==> src/rtl/note_sequencer.sv <==
// -----------------------------------------------------------------------------
// note_sequencer
//
// Record/playback controller for the note RAM (2**ADDR_W words of NOTE_W bits).
// It generates the tempo beat and drives the RAM address, write enable and
// write data. While recording, it OR-accumulates the live one-hot note words
// seen during each beat and writes one word per beat. While playing, it
// replays the stored words, one per beat.
//
// Optional feature (compile-time macro):
//   LOOP_PLAYBACK_EN  - when defined, playback wraps to word 0 after the last
//                       recorded word and repeats until stop. When undefined,
//                       playback returns to IDLE at the end of the song.
//
// Parameters:
//   ADDR_W       RAM address width (depth = 2**ADDR_W)
//   NOTE_W       note word width
//   BASE_PERIOD  beat period in clk cycles at tempo_sel_i = 0
//   STEP_PERIOD  period reduction per tempo_sel_i step
//
// Ports:
//   clk            system clock
//   resetn         synchronous active-low reset
//   start_rec_i    pulse: begin recording (honoured only in IDLE)
//   start_play_i   pulse: begin playback (honoured only in IDLE, rec_len != 0)
//   stop_i         abort current recording/playback
//   tempo_sel_i    tempo select, sampled whenever the beat counter is reloaded
//   note_in_i      live note word
//   ram_q_i        RAM read data (one cycle after ram_addr_o)
//   ram_addr_o     RAM address
//   ram_wdata_o    RAM write data
//   ram_wren_o     RAM write enable, one pulse per recorded beat
//   note_out_o     note being played, 0 when not playing
//   note_valid_o   pulse when note_out_o updates
//   beat_o         pulse at each beat tick while busy
//   busy_o         1 while recording or playing
//   state_o        0 = IDLE, 1 = REC, 2 = PLAY
//   rec_len_o      number of valid recorded words (0 .. 2**ADDR_W)
// -----------------------------------------------------------------------------
module note_sequencer #(
    parameter int ADDR_W      = 6,
    parameter int NOTE_W      = 32,
    parameter int BASE_PERIOD = 75000000,
    parameter int STEP_PERIOD = 8000000
) (
    input  logic              clk,
    input  logic              resetn,
    input  logic              start_rec_i,
    input  logic              start_play_i,
    input  logic              stop_i,
    input  logic [2:0]        tempo_sel_i,
    input  logic [NOTE_W-1:0] note_in_i,
    input  logic [NOTE_W-1:0] ram_q_i,
    output logic [ADDR_W-1:0] ram_addr_o,
    output logic [NOTE_W-1:0] ram_wdata_o,
    output logic              ram_wren_o,
    output logic [NOTE_W-1:0] note_out_o,
    output logic              note_valid_o,
    output logic              beat_o,
    output logic              busy_o,
    output logic [1:0]        state_o,
    output logic [ADDR_W:0]   rec_len_o
);

    localparam int DEPTH = 1 << ADDR_W;
    localparam int CNT_W = $clog2(BASE_PERIOD + 1);

    typedef enum logic [1:0] {
        ST_IDLE = 2'd0,
        ST_REC  = 2'd1,
        ST_PLAY = 2'd2
    } state_t;

    // Reload value (period - 1) for each tempo setting, fixed at elaboration.
    logic [CNT_W-1:0] reload_lut [8];

    for (genvar gi = 0; gi < 8; gi++) begin : g_reload
        assign reload_lut[gi] = CNT_W'(BASE_PERIOD - 1 - gi * STEP_PERIOD);
    end

    // Registered state and outputs
    state_t            state_q,      state_d;
    logic [CNT_W-1:0]  cnt_q,        cnt_d;
    logic [ADDR_W:0]   wr_ptr_q,     wr_ptr_d;
    logic [ADDR_W:0]   rd_ptr_q,     rd_ptr_d;
    logic [ADDR_W:0]   rec_len_q,    rec_len_d;
    logic [NOTE_W-1:0] acc_q,        acc_d;
    logic [ADDR_W-1:0] ram_addr_q,   ram_addr_d;
    logic [NOTE_W-1:0] ram_wdata_q,  ram_wdata_d;
    logic              ram_wren_q,   ram_wren_d;
    logic [NOTE_W-1:0] note_out_q,   note_out_d;
    logic              note_valid_q, note_valid_d;
    logic              beat_q,       beat_d;
    logic              busy_q,       busy_d;

    logic              tick;
    logic [CNT_W-1:0]  reload_val;
    logic [ADDR_W-1:0] rd_addr_next;

    assign tick         = (cnt_q == '0);
    assign reload_val   = reload_lut[tempo_sel_i];
    // Address of the word following the one being emitted (prefetch).
    assign rd_addr_next = rd_ptr_q[ADDR_W-1:0] + ADDR_W'(1);

    always_comb begin
        state_d      = state_q;
        cnt_d        = cnt_q;
        wr_ptr_d     = wr_ptr_q;
        rd_ptr_d     = rd_ptr_q;
        rec_len_d    = rec_len_q;
        acc_d        = acc_q;
        ram_addr_d   = ram_addr_q;
        ram_wdata_d  = ram_wdata_q;
        ram_wren_d   = 1'b0;
        note_out_d   = note_out_q;
        note_valid_d = 1'b0;
        beat_d       = 1'b0;

        case (state_q)
            ST_IDLE: begin
                cnt_d      = '0;
                acc_d      = '0;
                ram_addr_d = '0;
                note_out_d = '0;
                // Recording takes priority when both starts arrive together.
                if (start_rec_i) begin
                    state_d   = ST_REC;
                    cnt_d     = reload_val;
                    wr_ptr_d  = '0;
                    rec_len_d = '0;
                end else if (start_play_i && (rec_len_q != '0)) begin
                    state_d  = ST_PLAY;
                    cnt_d    = reload_val;
                    rd_ptr_d = '0;
                end
            end

            ST_REC: begin
                if (tick) begin
                    // The note seen on the tick cycle belongs to this beat.
                    ram_wren_d  = 1'b1;
                    ram_addr_d  = wr_ptr_q[ADDR_W-1:0];
                    ram_wdata_d = acc_q | note_in_i;
                    acc_d       = '0;
                    wr_ptr_d    = wr_ptr_q + (ADDR_W+1)'(1);
                    rec_len_d   = wr_ptr_q + (ADDR_W+1)'(1);
                    beat_d      = 1'b1;
                    cnt_d       = reload_val;
                    // A stop on the tick still keeps the completed beat.
                    // The write keeps its address for this cycle; ram_addr
                    // returns to 0 on the following cycle in IDLE.
                    if (stop_i || (wr_ptr_q == (ADDR_W+1)'(DEPTH - 1))) begin
                        state_d = ST_IDLE;
                    end
                end else if (stop_i) begin
                    // Partial beat is discarded.
                    state_d    = ST_IDLE;
                    acc_d      = '0;
                    ram_addr_d = '0;
                end else begin
                    cnt_d = cnt_q - CNT_W'(1);
                    acc_d = acc_q | note_in_i;
                end
            end

            ST_PLAY: begin
                ram_addr_d = rd_ptr_q[ADDR_W-1:0];
                if (stop_i) begin
                    state_d    = ST_IDLE;
                    note_out_d = '0;
                    ram_addr_d = '0;
                    beat_d     = tick;
                end else if (tick) begin
                    beat_d = 1'b1;
                    cnt_d  = reload_val;
                    if (rd_ptr_q == rec_len_q) begin
                        note_out_d = '0;
                        ram_addr_d = '0;
`ifdef LOOP_PLAYBACK_EN
                        // Word 0 is prefetched now and emitted on the next tick.
                        rd_ptr_d = '0;
`else
                        state_d = ST_IDLE;
`endif
                    end else begin
                        note_out_d   = ram_q_i;
                        note_valid_d = 1'b1;
                        rd_ptr_d     = rd_ptr_q + (ADDR_W+1)'(1);
                        ram_addr_d   = rd_addr_next;
                    end
                end else begin
                    cnt_d = cnt_q - CNT_W'(1);
                end
            end

            default: begin
                state_d    = ST_IDLE;
                cnt_d      = '0;
                acc_d      = '0;
                ram_addr_d = '0;
                note_out_d = '0;
            end
        endcase

        busy_d = (state_d != ST_IDLE);
    end

    always_ff @(posedge clk) begin
        if (!resetn) begin
            state_q      <= ST_IDLE;
            cnt_q        <= '0;
            wr_ptr_q     <= '0;
            rd_ptr_q     <= '0;
            rec_len_q    <= '0;
            acc_q        <= '0;
            ram_addr_q   <= '0;
            ram_wdata_q  <= '0;
            ram_wren_q   <= 1'b0;
            note_out_q   <= '0;
            note_valid_q <= 1'b0;
            beat_q       <= 1'b0;
            busy_q       <= 1'b0;
        end else begin
            state_q      <= state_d;
            cnt_q        <= cnt_d;
            wr_ptr_q     <= wr_ptr_d;
            rd_ptr_q     <= rd_ptr_d;
            rec_len_q    <= rec_len_d;
            acc_q        <= acc_d;
            ram_addr_q   <= ram_addr_d;
            ram_wdata_q  <= ram_wdata_d;
            ram_wren_q   <= ram_wren_d;
            note_out_q   <= note_out_d;
            note_valid_q <= note_valid_d;
            beat_q       <= beat_d;
            busy_q       <= busy_d;
        end
    end

    assign ram_addr_o   = ram_addr_q;
    assign ram_wdata_o  = ram_wdata_q;
    assign ram_wren_o   = ram_wren_q;
    assign note_out_o   = note_out_q;
    assign note_valid_o = note_valid_q;
    assign beat_o       = beat_q;
    assign busy_o       = busy_q;
    assign state_o      = state_q;
    assign rec_len_o    = rec_len_q;

endmodule

==> config.mk <==
export PLATFORM = sky130hd
export DESIGN_NAME = note_sequencer
export DESIGN_NICKNAME = d
export VERILOG_FILES = /design/src/rtl/note_sequencer.sv
export SDC_FILE = /design/constraint.sdc
export NUM_CORES = 1
export LEC_CHECK = 0
export CAP_MARGIN = 20
export CELL_PAD_IN_SITES_DETAIL_PLACEMENT = 1
export CELL_PAD_IN_SITES_GLOBAL_PLACEMENT = 1
export CORE_MARGIN = 2
export CORE_UTILIZATION = 35
export CTS_BUF_LIST = sky130_fd_sc_hd__clkbuf_16
export DETAILED_ROUTE_END_ITERATION = 7
export PLACE_DENSITY_LB_ADDON = 0.1
export SYNTH_ARGS = -nofsm -noshare
export SYNTH_HDL_FRONTEND = slang
export SYNTH_SLANG_ARGS = --single-unit
==> constraint.sdc <==
create_clock -name clk -period 3.4 [get_ports clk]
set_clock_uncertainty 0.1 [all_clocks]
set_input_delay 0.68 -clock clk [delete_from_list [all_inputs] [get_ports clk]]
set_output_delay 0.68 -clock clk [all_outputs]
set_load 0.02 [all_outputs]
==> flow_summary.toml <==
[synth]
yosysSeqAreaShare = 0.439
yosysWarnings = 0
synth_cell_types = 62
synth-seq-cells = 149
synth_top_area_cell = "dfxtp_1"
synth_most_common_cell = "dfxtp_1"
synthCells = 855
netlist_area_um2 = 6800
async_flop_share = 0
yosysTopAreaCellShare = 0.439
ys_top_cells_by_area = "dfxtp_1, a21oi_1, nor3_1, nor2_1, nand2_1"
yosys_most_used_dff = "dfxtp_1"
avgSynthCellArea_um2 = 7.95
synth_edf_count = 0
synth_nets = 943
synth_common_cells = "dfxtp_1, nor2_1, a21oi_1"

[clock_network]
clock-sinks = 149
clk_latency_ns = 0.43
cts-htree-levels = 4
cts.repair.resized = 0
cts_made_buffers = 17
clockRootBuffer = "clkbuf_16"
cts_tree = "done"
cts_setup_buffers = 0
cts_buffer_depth = 2
cts-hold-fix-buffers = 0
clkTransAtPathRegs_ns = 0.06

[timing]
relSlewSlack = 0.415
finalHoldViolCount = 0
setup_tns_ns = 0
setup_viol = 0
worst_pin_slew_ns = 0.877
maxSlewViolCount = 0
rsz0062_at_grt = "no"
min_period_over_period = 0.874
period_needed_ns = 2.97
fmax_ghz = 0.337

[die]
die_area_um2 = 20600
rows = 50
num_io_pins = 155
dieHeight_um = 143
die_w_um = 143
core_area_um2 = 18900
floorplan.initialDensity = 0.360

[worst_setup_path]
critPathSlowestCell = "or3b_2"
worstPathArrival_ns = 3.19
max_stage_delay_ns = 0.55
path_common_cell = "nand2_1"
timing.rr.start = "cnt_q[0]"
cp_top_family = "simple AND/OR/NAND/NOR gates"
critPathKind = "reg2reg"
crit_start = "cnt_q[0]"
path_cells = "inv_1 -> ha_1 -> or3b_2 -> nor3_4 -> nand4_1 -> nand2_1 -> nand2_1 -> o311ai_0"
cp.depth = 8
r2r_cells = 8
crit_path_end_kind = "register"
crit_fanout = 7
start_kind = "register"
worstPathRequired_ns = 3.62
crit_buf_inv = 1

[detailed_routing]
drcViolationCount = 0
viasPerCell = 5.36
dr.first_iter.drc_count = 287
drt_wl_total_um = 23000
drt_pass1_iterations = 4
wire_per_inst_um = 18.0
ant_nets = 0
num_vias = 6832

[grt]
grt_pass1_vias = 6838
overflow = 0
track_usage = 0.227
grt_max_degree = 50
antenna_found_initial = 0
grt_pass1_wl_um = 37200

[final_layout]
nets = 1090
instances_no_fill = 1275
regArea_um2 = 2980
synthToLayoutAreaGrowth_pct = 36.3
num_antenna_cells = 0
nFillCells = 2271
multi_input_area_um2 = 3520
drive_gt1_frac = 0.0788

[min_path]
hold-path-cell-count = 2
min_from = "note_out_o[20]"
min_path_type = "reg2reg"

[power]
p_leak_nw = 3.30
switchingPower_mw = 1.30
cellPowerDensity_nw_per_um2 = 475
seqPwrFrac = 0.420
clockPowerShare = 0.425
swShare = 0.295
combinationalPowerShare = 0.155
ir_drop_mv = 0.354
p_int_mw = 3.10

[status]
outcome = "completed"

[placed_design]
dp_cells = 1243
dp.final_hpwl_um = 15700
gp_congestion = 0.835
io_buffers = 154

[job]
drv_cap = 0
==> logic make-up (layout without fill, tap and decap cells) <==
kind of cell,after synthesis,in the layout,share of synthesized area
compound gates,200,200,0.183
xor+xnor,20,20,0.0258
fa+ha+maj,16,16,0.0294
buf+inv,81,241,0.0462
flops,149,149,0.439
mux,6,6,0.00901
simple gates,383,383,0.268
==> sequential cells by signal, summed over array words and instances (netlist names) <==
register and flops:
beat_o 1, cnt_q 27, ram_wren_o 1, rd_ptr_q 7
state_o 2, note_out_o 32, note_valid_o 1, rec_len_o 7
busy_o 1, ram_addr_o 6, acc_q 32, ram_wdata_o 32
==> power by group through the flow <==
| stage | Clock [mW] | Combinational, mW | Sequential, mW |
|---|---|---|---|
| after global placement | 0 | 0.671 | 1.88 |
| after CTS | 1.91 | 0.681 | 1.85 |
| after floorplan | 0 | 0.396 | 1.89 |
| after detailed placement | 0 | 0.674 | 1.88 |
| after global routing | 1.99 | 0.751 | 1.85 |
| final | 1.87 | 0.683 | 1.85 |
==> cell usage in the layout, fill, tap and decap left out, drive strengths merged, types with 10 or more instances in the layout <==
cell type	Yosys	layout
nor3	82	82
xnor2	15	15
o22ai	10	10
clkdlybuf4s50	0	154
dfxtp	149	149
or3	15	15
clkbuf	55	17
inv	21	30
buf	5	34
a21oi	86	86
nand2	82	82
nor2	100	100
o21ai	33	33
ha	16	16
nand3	50	50
nand4	12	12
==> layout make-up <==
class | instances | share of cell area
Multi-Input combinational cell | 625 | 0.380
Timing Repair Buffer | 188 | 0.194
Inverter | 21 | 0.00850
Clock inverter | 15 | 0.0154
Tap cell | 260 | 0.0351
Clock buffer | 17 | 0.0459
Sequential cell | 149 | 0.322
==> metrics by stage <==
stage | hold slack [ns] | cell area, um2 | power [mW] | utilization | setup WS (ns)
global placement | 0.338 | 8700 | 2.55 | 0.461 | 0.468
finish | 0.351 | 9270 | 4.40 | 0.491 | 0.428
global route | 0.371 | 9270 | 4.60 | 0.491 | 0.200
detailed placement | 0.344 | 8700 | 2.56 | 0.461 | 0.438
CTS | 0.353 | 9270 | 4.44 | 0.491 | 0.415
floorplan | 0.333 | 6800 | 2.28 | - | 0.855
==> per-layer routing <==
layer | track usage | up-vias | part of all wire
met5 | 0 | - | 0
met3 | 0.0653 | 26 | 0.060
met2 | 0.357 | 146 | 0.46
li1 | - | 3337 | -
met4 | 0.0717 | 0 | 0.016
met1 | 0.302 | 3323 | 0.47
==> worst register-to-register path, delay by kind of cell, from the launching register on <==
| family | cells | cell delay (ns) |
|---|---|---|
| AOI/OAI and AO/OA | 1 | 0.39 |
| adders and majority gates | 1 | 0.21 |
| buffers and inverters | 1 | 0.09 |
| DFF | 1 | 0.34 |
| and+or+nand+nor | 5 | 1.74 |
==> worst paths after layout <==
path / to / slack, ns
max: cnt_q[16] / 0.43
min: note_out_o[20] / 0.35
max reg2reg: cnt_q[16] / 0.43
min reg2reg: note_out_o[20] / 0.35
(Power assumes the default switching activity.)
